## config.mk

```make
export PLATFORM = sky130hd
export DESIGN_NAME = bist_response_analyzer
export DESIGN_NICKNAME = d
export VERILOG_FILES = /design/src/rtl/bist_response_analyzer.sv
export SDC_FILE = /design/constraint.sdc
export NUM_CORES = 1
export LEC_CHECK = 0
export BUFFER_PORTS_ARGS = -buffer_cell sky130_fd_sc_hd__buf_4
export CAP_MARGIN = 20
export CORE_AREA = 4 4 59 61
export DETAILED_ROUTE_END_ITERATION = 12
export DIE_AREA = 0 0 63 65
export PLACE_DENSITY = 0.84
export SETUP_SLACK_MARGIN = 0.5
export SLEW_MARGIN = 20
export SYNTH_ARGS = -nofsm -noshare
export SYNTH_HDL_FRONTEND = slang
export SYNTH_SLANG_ARGS = --single-unit
export TNS_END_PERCENT = 5
```

## constraint.sdc

```tcl
create_clock -name clk -period 2.8 [get_ports clk]
set_clock_uncertainty 0.15 [all_clocks]
set_input_delay 0.28 -clock clk [delete_from_list [all_inputs] [get_ports clk]]
set_output_delay 0.28 -clock clk [all_outputs]
set_load 0.03 [all_outputs]
```

## src/rtl/bist_response_analyzer.sv

```systemverilog
// BIST output response analyzer: MISR compaction with golden-signature check.
// Optional per-response half-adder check enabled by BIST_ORA_CYCLE_CHECK_EN.
module bist_response_analyzer #(
  parameter int unsigned       SIG_W  = 8,
  parameter logic [SIG_W-1:0]  POLY   = SIG_W'(8'hB8),
  parameter logic [SIG_W-1:0]  SEED   = '0,
  parameter int unsigned       N_PAT  = 4,
  parameter logic [SIG_W-1:0]  GOLDEN = SIG_W'(8'h04)
) (
  input  logic             clk,
  input  logic             rst_n,
  input  logic             start,
  input  logic             resp_valid,
  input  logic             sum,
  input  logic             car,
  input  logic             pat_a,
  input  logic             pat_b,
  output logic             busy,
  output logic             done,
  output logic             pass,
  output logic [SIG_W-1:0] signature,
  output logic [15:0]      pat_cnt
`ifdef BIST_ORA_CYCLE_CHECK_EN
  ,
  output logic [15:0]      fail_idx
`endif
);

  typedef enum logic [1:0] {
    IDLE,
    RUN,
    CHECK,
    DONE
  } state_t;

  localparam logic [15:0] LAST = 16'(N_PAT - 1);

  state_t           state_q;
  logic [SIG_W-1:0] sig_q;
  logic [SIG_W-1:0] sig_d;
  logic [15:0]      cnt_q;
  logic [15:0]      cnt_d;
  logic             busy_q;
  logic             done_q;
  logic             pass_q;
  logic             fb;

  assign fb    = ^(sig_q & POLY);
  assign sig_d = {sig_q[SIG_W-2:0], fb}
               ^ {{(SIG_W-2){1'b0}}, car, sum};
  assign cnt_d = cnt_q + 16'd1;

`ifdef BIST_ORA_CYCLE_CHECK_EN
  logic        mis_q;
  logic [15:0] fidx_q;
  logic        resp_bad;

  assign resp_bad = (sum != (pat_a ^ pat_b))
                 || (car != (pat_a & pat_b));
  assign fail_idx = fidx_q;
`else
  logic unused_pat;
  assign unused_pat = pat_a ^ pat_b;
`endif

  always_ff @(posedge clk or negedge rst_n) begin
    if (!rst_n) begin
      state_q <= IDLE;
      sig_q   <= '0;
      cnt_q   <= '0;
      busy_q  <= 1'b0;
      done_q  <= 1'b0;
      pass_q  <= 1'b0;
`ifdef BIST_ORA_CYCLE_CHECK_EN
      mis_q   <= 1'b0;
      fidx_q  <= 16'hFFFF;
`endif
    end else begin
      done_q <= 1'b0;
      unique case (state_q)
        IDLE, DONE: begin
          if (start) begin
            state_q <= RUN;
            busy_q  <= 1'b1;
            sig_q   <= SEED;
            cnt_q   <= '0;
            pass_q  <= 1'b0;
`ifdef BIST_ORA_CYCLE_CHECK_EN
            mis_q   <= 1'b0;
            fidx_q  <= 16'hFFFF;
`endif
          end
        end
        RUN: begin
          if (resp_valid) begin
            sig_q <= sig_d;
            cnt_q <= cnt_d;
            if (cnt_q == LAST) begin
              state_q <= CHECK;
            end
`ifdef BIST_ORA_CYCLE_CHECK_EN
            // Only the first mismatch is recorded.
            if (resp_bad && !mis_q) begin
              mis_q  <= 1'b1;
              fidx_q <= cnt_q;
            end
`endif
          end
        end
        CHECK: begin
          state_q <= DONE;
          busy_q  <= 1'b0;
          done_q  <= 1'b1;
`ifdef BIST_ORA_CYCLE_CHECK_EN
          pass_q  <= (sig_q == GOLDEN) && !mis_q;
`else
          pass_q  <= (sig_q == GOLDEN);
`endif
        end
        default: state_q <= IDLE;
      endcase
    end
  end

  assign busy      = busy_q;
  assign done      = done_q;
  assign pass      = pass_q;
  assign signature = sig_q;
  assign pat_cnt   = cnt_q;

endmodule

```

==> flow_metrics.py, run 1 <==
metrics = {
    "timing": {
        "tns_ps": 0,
        "layout_worst_path_cycle_share_pct": 84.06,
        "slew_viol_final": 0,
        "worst_slack_ps": 446.2,
        "final-hold-violation-count": 0,
        "slew_headroom_pct": 69.44,
        "whs_ps": 99.34,
        "finalSetupViolCount": 0,
        "rsz0062_at_grt": "yes",
        "period_minus_slack_ps": 2354,
        "worstMarginPinSlew_ps": 452.0,
        "max_freq_ghz": 0.4249,
    },
    "yosys": {
        "synth_edf_count": 0,
        "synthesis.area_mm2": 0.001511,
        "synth_most_common_cell": "dfrtp_1",
        "seq_area_frac_synth_pct": 48.01,
        "yosys.area.top_type_share_pct": 48.01,
        "yosys-top-cells-area": "dfrtp_1, nand2_1, o21ai_0",
        "syn_inst": 160,
        "yosys_warnings": 0,
        "yosysTopAreaCell": "dfrtp_1",
        "synth_cell_types": 33,
        "yosys_register_bits": 29,
        "synth.avg_cell_area_um2": 9.447,
        "synth.top_cells.by_count": "dfrtp_1, nand2_1, o21ai_0, nand3_1, a21oi_1",
        "synth-async-reset-ratio_pct": 100.0,
        "ys.flop_type": "dfrtp_1",
        "syn_nets": 173,
    },
    "cts": {
        "cts_buffers": 5,
        "clock-sinks": 29,
        "cts_htree_levels": 2,
        "clkTransAtPathRegs_ps": 90,
        "cts_buffer_depth": 2,
        "clkLatencyLatePin_ps": 330,
        "root_buffer": "clkbuf_4",
        "cts_tree": "yes",
    },
    "placed_design": {
        "pre_cts_slack_ps": 437.6,
        "port-buffer-count": 32,
        "gpl.final_weighted_congestion": 0.7860,
        "place_area_mm2": 0.001789,
        "hpwl_mm": 2.503,
    },
    "critical_path": {
        "path_max_fanout": 6,
        "critPathArrivalTime_ps": 2470,
        "cp-start-kind": "flop",
        "worst-setup-path-type": "flop to flop",
        "worst_ep_required_time_ps": 2920,
        "end_kind": "flop",
    },
    "flow_run": {
        "cap_violations": 0,
    },
    "drt": {
        "dr.pass1.iters": 4,
        "vias_per_cell": 5.902,
        "routed_wl_mm": 3.770,
        "avgRoutedWirePerCell_um": 16.11,
        "drt_iter0_markers": 61,
        "vias": 1381,
        "antenna_left": 0,
        "drc_errors": 0,
    },
    "die": {
        "rows": 20,
        "ios": 35,
        "fp.dieH_um": 65,
        "die-area_mm2": 0.004095,
        "core_area_mm2": 0.002978,
        "initial_core_util_pct": 50.76,
        "die_w_um": 63,
    },
    "final_layout": {
        "n_antenna_cell": 0,
        "multi_input_area_um2": 808.3,
        "fill_cells": 238,
        "seq_area_um2": 725.7,
        "area_delta_synth_final_pct": 31.95,
        "drive_gt1_share_pct": 34.83,
        "nNetsFinal": 214,
        "final_area_mm2": 0.001994,
    },
    "global_route": {
        "grt_pass1_vias": 1329,
        "grt_start_max_net_pins": 30,
        "grt_pass1_wl_mm": 5.892,
        "grt_overflow": 0,
        "grtUsageTotal_pct": 18.18,
        "antenna_found_initial": 0,
    },
    "worst_hold_path": {
        "hp-class": "input pin to flop",
    },
    "pwr": {
        "power.density_mw_per_mm2": 809.4,
        "irDropWorstVdd_uv": 567.5,
        "p_leak_uw": 0.0008982,
    },
    "status": {
        "status": "finished, final reports clean",
    },
}
-- worst paths after layout --
kind	slack [ps]	endpoint	from	depth (start not counted)
worst max-delay path	450	pat_cnt[11]$_DFFE_PN0P_	state_q[0]$_DFFE_PN0P_	6
max in group asynchronous	1980	signature[3]$_DFFE_PN0P_	rst_n	2
worst min-delay path	100	signature[1]$_DFFE_PN0P_	car	4
worst min register to register	380	busy$_DFFE_PN0P_	busy$_DFFE_PN0P_	2
min in group asynchronous	240	pat_cnt[12]$_DFFE_PN0P_	rst_n	2
worst max register to register	450	pat_cnt[11]$_DFFE_PN0P_	state_q[0]$_DFFE_PN0P_	6
-- critical path, stage by stage, from the launching register on --
cell     delay (ps)
dfrtp_1         450
inv_2            80
ha_4            310
mux2i_4          70
or4b_4          600
or4_4           500
a21oi_2         120
-- through the flow --
stage                     total power, uW  utilization (%)  std cells
after floorplan                      1021                -        160
after global routing                 1721            66.97        234
after detailed placement             1242            60.08        220
after global placement               1214            60.08        220
after CTS                            1506            63.45        230
final                                1614            66.97        234
-- cells by family (layout without fill, tap and decap cells) --
| family | count (synthesis) | after routing | synth area share [%] |
|---|---|---|---|
| XOR/XNOR | 7 | 7 | 4.056 |
| AND/OR/NAND/NOR | 66 | 66 | 24.26 |
| buffers and inverters | 16 | 57 | 4.801 |
| AO/OA/AOI/OAI | 35 | 35 | 13.16 |
| adder cells (fa/ha/maj) | 5 | 5 | 4.139 |
| multiplexers | 2 | 2 | 1.573 |
| flip-flops | 29 | 29 | 48.01 |
-- state kept, by name, indices dropped and copies added (netlist names) --
signal,count
pass,1
done,1
busy,1
state_q,2
pat_cnt,16
signature,8
-- per-layer routing --
layer	part of all wire (%)	global-route usage [%]	vias up
li1	-	-	652
met1	42	21.15	670
met2	50	31.23	51
met3	6.6	6.412	8
met4	1.4	5.785	0
met5	0	0	-
-- repair_timing --
action / CTS / global route
buffers inserted: 2 / 4
hold buffers: 1 / 0
setup endpoints to repair: 5 / 8
gates resized for setup: 2 / 17
pin swaps: 1 / 11
hold endpoints to repair: 29 / 0
-- cell usage in the layout, fill, tap and decap left out, types with 2 or more instances in the layout --
master	instances
nor2_1	5
o21ai_0	14
nand3_1	13
or4_4	3
a21oi_1	6
nand4_1	2
nor2b_1	2
clkbuf_4	5
a21oi_2	6
nor4b_1	4
xnor2_1	6
ha_1	3
or2_2	2
inv_2	2
nor4_1	3
or4_1	2
o31ai_1	6
or3_4	4
nand2_1	19
dfrtp_1	29
ha_4	2
buf_4	41
inv_1	5
-- power breakdown --
part | switching (uW) | total [uW] | internal, uW
clock | 138 | 257 | 118
combinational | 479 | 816 | 337
sequential | 62.5 | 542 | 479
total | 680 | 1610 | 934
-- final cells by class --
cell class / instances / share of cell area, %
sequential: 29 / 36.39
inverter: 7 / 1.317
clock buffer: 7 / 2.760
tap: 33 / 2.070
multi-input combinational: 115 / 40.53
timing repair buffer: 43 / 16.94
(Power assumes the default switching activity.)
==> inputs of run 2 (changes only) <==
clock period = 2.2 ns   (was 2.8 ns; I/O delays follow)
==> flow_metrics.py, run 2 (synthesis gave the netlist of run 1 again) <==
metrics = {
    "placed_design": {
        "port-buffer-count": 32,
        "gpl.final_weighted_congestion": 0.8283,
        "hpwl_mm": 2.576,
    },
    "die": {
        "initial_core_util_pct": 50.76,
        "ios": 35,
        "die-area_mm2": 0.004095,
        "rows": 20,
        "die_w_um": 63,
        "fp.dieH_um": 65,
        "core_area_mm2": 0.002978,
    },
    "final_layout": {
        "area_delta_synth_final_pct": 36.01,
        "drive_gt1_share_pct": 37.80,
        "n_antenna_cell": 0,
        "nNetsFinal": 221,
        "finish.utilization_pct": 69.03,
        "layout_commonest_cell": "buf_4",
        "largest_reg_flops": 16,
        "final_cell_mix": "buf_4, dfrtp_1, nand2_1",
    },
    "timing": {
        "tns_ps": -74.84,
        "worstMarginPinSlew_ps": 395.5,
        "final-hold-violation-count": 0,
        "slew_viol_final": 0,
        "period_minus_slack_ps": 2234,
        "max_freq_ghz": 0.4476,
        "worst_slack_ps": -33.97,
        "layout_worst_path_cycle_share_pct": 101.5,
        "slew_headroom_pct": 73.56,
        "rsz0062_at_grt": "yes",
        "finalSetupViolCount": 3,
    },
    "drt": {
        "drc_errors": 0,
        "vias": 1408,
        "antenna_left": 0,
        "vias_per_cell": 5.818,
        "avgRoutedWirePerCell_um": 15.13,
        "drt_iter0_markers": 79,
        "routed_wl_mm": 3.661,
        "dr.pass1.iters": 4,
    },
    "pwr": {
        "clkPwrFrac_pct": 14.2,
        "p_sw_uw": 915.0,
        "seq_power_share_pct": 31.8,
        "power.density_mw_per_mm2": 1058,
        "power_frac_comb_pct": 54.0,
        "p_leak_uw": 0.0009229,
        "switching_share_pct": 42.06,
        "irDropWorstVdd_uv": 722.2,
        "intPower_uw": 1260,
    },
    "cts": {
        "clkTransAtPathRegs_ps": 90,
        "cts_buffer_depth": 2,
        "cts_htree_levels": 2,
        "cts_tree": "yes",
        "clock-sinks": 29,
        "root_buffer": "clkbuf_4",
        "clkLatencyLatePin_ps": 320,
        "cts_buffers": 5,
    },
    "status": {
        "violations": "negative setup slack",
        "status": "complete, but fails checks",
    },
    "global_route": {
        "grt_start_max_net_pins": 30,
        "antenna_found_initial": 0,
        "grt_pass1_wl_mm": 6.106,
        "grtUsageTotal_pct": 18.74,
        "grt_overflow": 0,
        "grt_pass1_vias": 1352,
    },
    "critical_path": {
        "end_kind": "flop",
        "worst_ep_required_time_ps": 2300,
        "path_max_fanout": 5,
        "critPathArrivalTime_ps": 2340,
        "worst-setup-path-type": "flop to flop",
        "cp-start-kind": "flop",
    },
    "worst_hold_path": {
        "hp-class": "input pin to flop",
    },
    "flow_run": {
        "cap_violations": 0,
    },
}
## run 2: worst max-delay path: stages, from the launching register on
cell and delay, ps:
dfrtp_1 410, inv_2 90, ha_4 210, nor2b_4 130, or4b_4 540, or4_1 490, a21oi_1 140
## run 2: power by group through the flow
stage | logic (uW) | clock network, uW | registers (uW)
CTS | 1120 | 312 | 689
detailed placement | 976 | 0 | 693
finish | 1170 | 309 | 691
floorplan | 506 | 0 | 793
global placement | 942 | 0 | 686
global route | 1290 | 347 | 702
## run 2: repair_timing
| action | CTS | global route |
|---|---|---|
| buffers inserted | 2 | 1 |
| endpoints found under the setup margin | 25 | 27 |
| pin swaps | 19 | 6 |
| gates resized for setup | 19 | 12 |
| hold buffers | 1 | 0 |
| cloned | 0 | 0 |
| endpoints found under the hold margin | 29 | 0 |
## run 2: area by class of cell
cell class,instances,area [um^2]
Clock buffer,8,48.80
Fill cell,248,922.1
Multi-Input combinational cell,115,819.5
Sequential cell,29,726.9
Timing Repair Buffer,50,392.9
Tap cell,33,41.29
Inverter,7,26.28
## run 2: layer usage
metal	global-route usage, %	wire length (um)	up-vias
met3	4.506	280	4
li1	-	-	668
met2	31.75	1784	61
met1	23.17	1574	675
met4	6.887	21	0
met5	0	0	-
## run 2: per-stage QoR
| step | power, uW | setup slack [ps] | cell area (um^2) | std cells | hold slack (ps) |
|---|---|---|---|---|---|
| finish | 2175 | -33.97 | 2056 | 242 | 36.07 |
| floorplan | 1299 | -183.6 | 1526 | 160 | -225.6 |
| detailed placement | 1669 | -94.66 | 1864 | 230 | 15.72 |
| CTS | 2123 | -61.62 | 2002 | 241 | 25.71 |
| global route | 2334 | -95.34 | 2056 | 242 | 44.91 |
| global placement | 1629 | -23.84 | 1864 | 230 | 10.05 |
## run 2: path summary, 6_finish.rpt
kind                                     startpoint                        to  slack, ps  depth (start not counted)
setup / recovery             state_q[0]$_DFFE_PN0P_   pat_cnt[11]$_DFFE_PN0P_        -30                          6
hold / removal                                  car  signature[1]$_DFFE_PN0P_         40                          4
setup reg to reg             state_q[0]$_DFFE_PN0P_   pat_cnt[11]$_DFFE_PN0P_        -30                          6
hold reg to reg            signature[2]$_DFFE_PN0P_  signature[2]$_DFFE_PN0P_        380                          2
max in group asynchronous                     rst_n    pat_cnt[0]$_DFFE_PN0P_       1400                          2
min in group asynchronous                     rst_n   pat_cnt[14]$_DFFE_PN0P_        200                          2
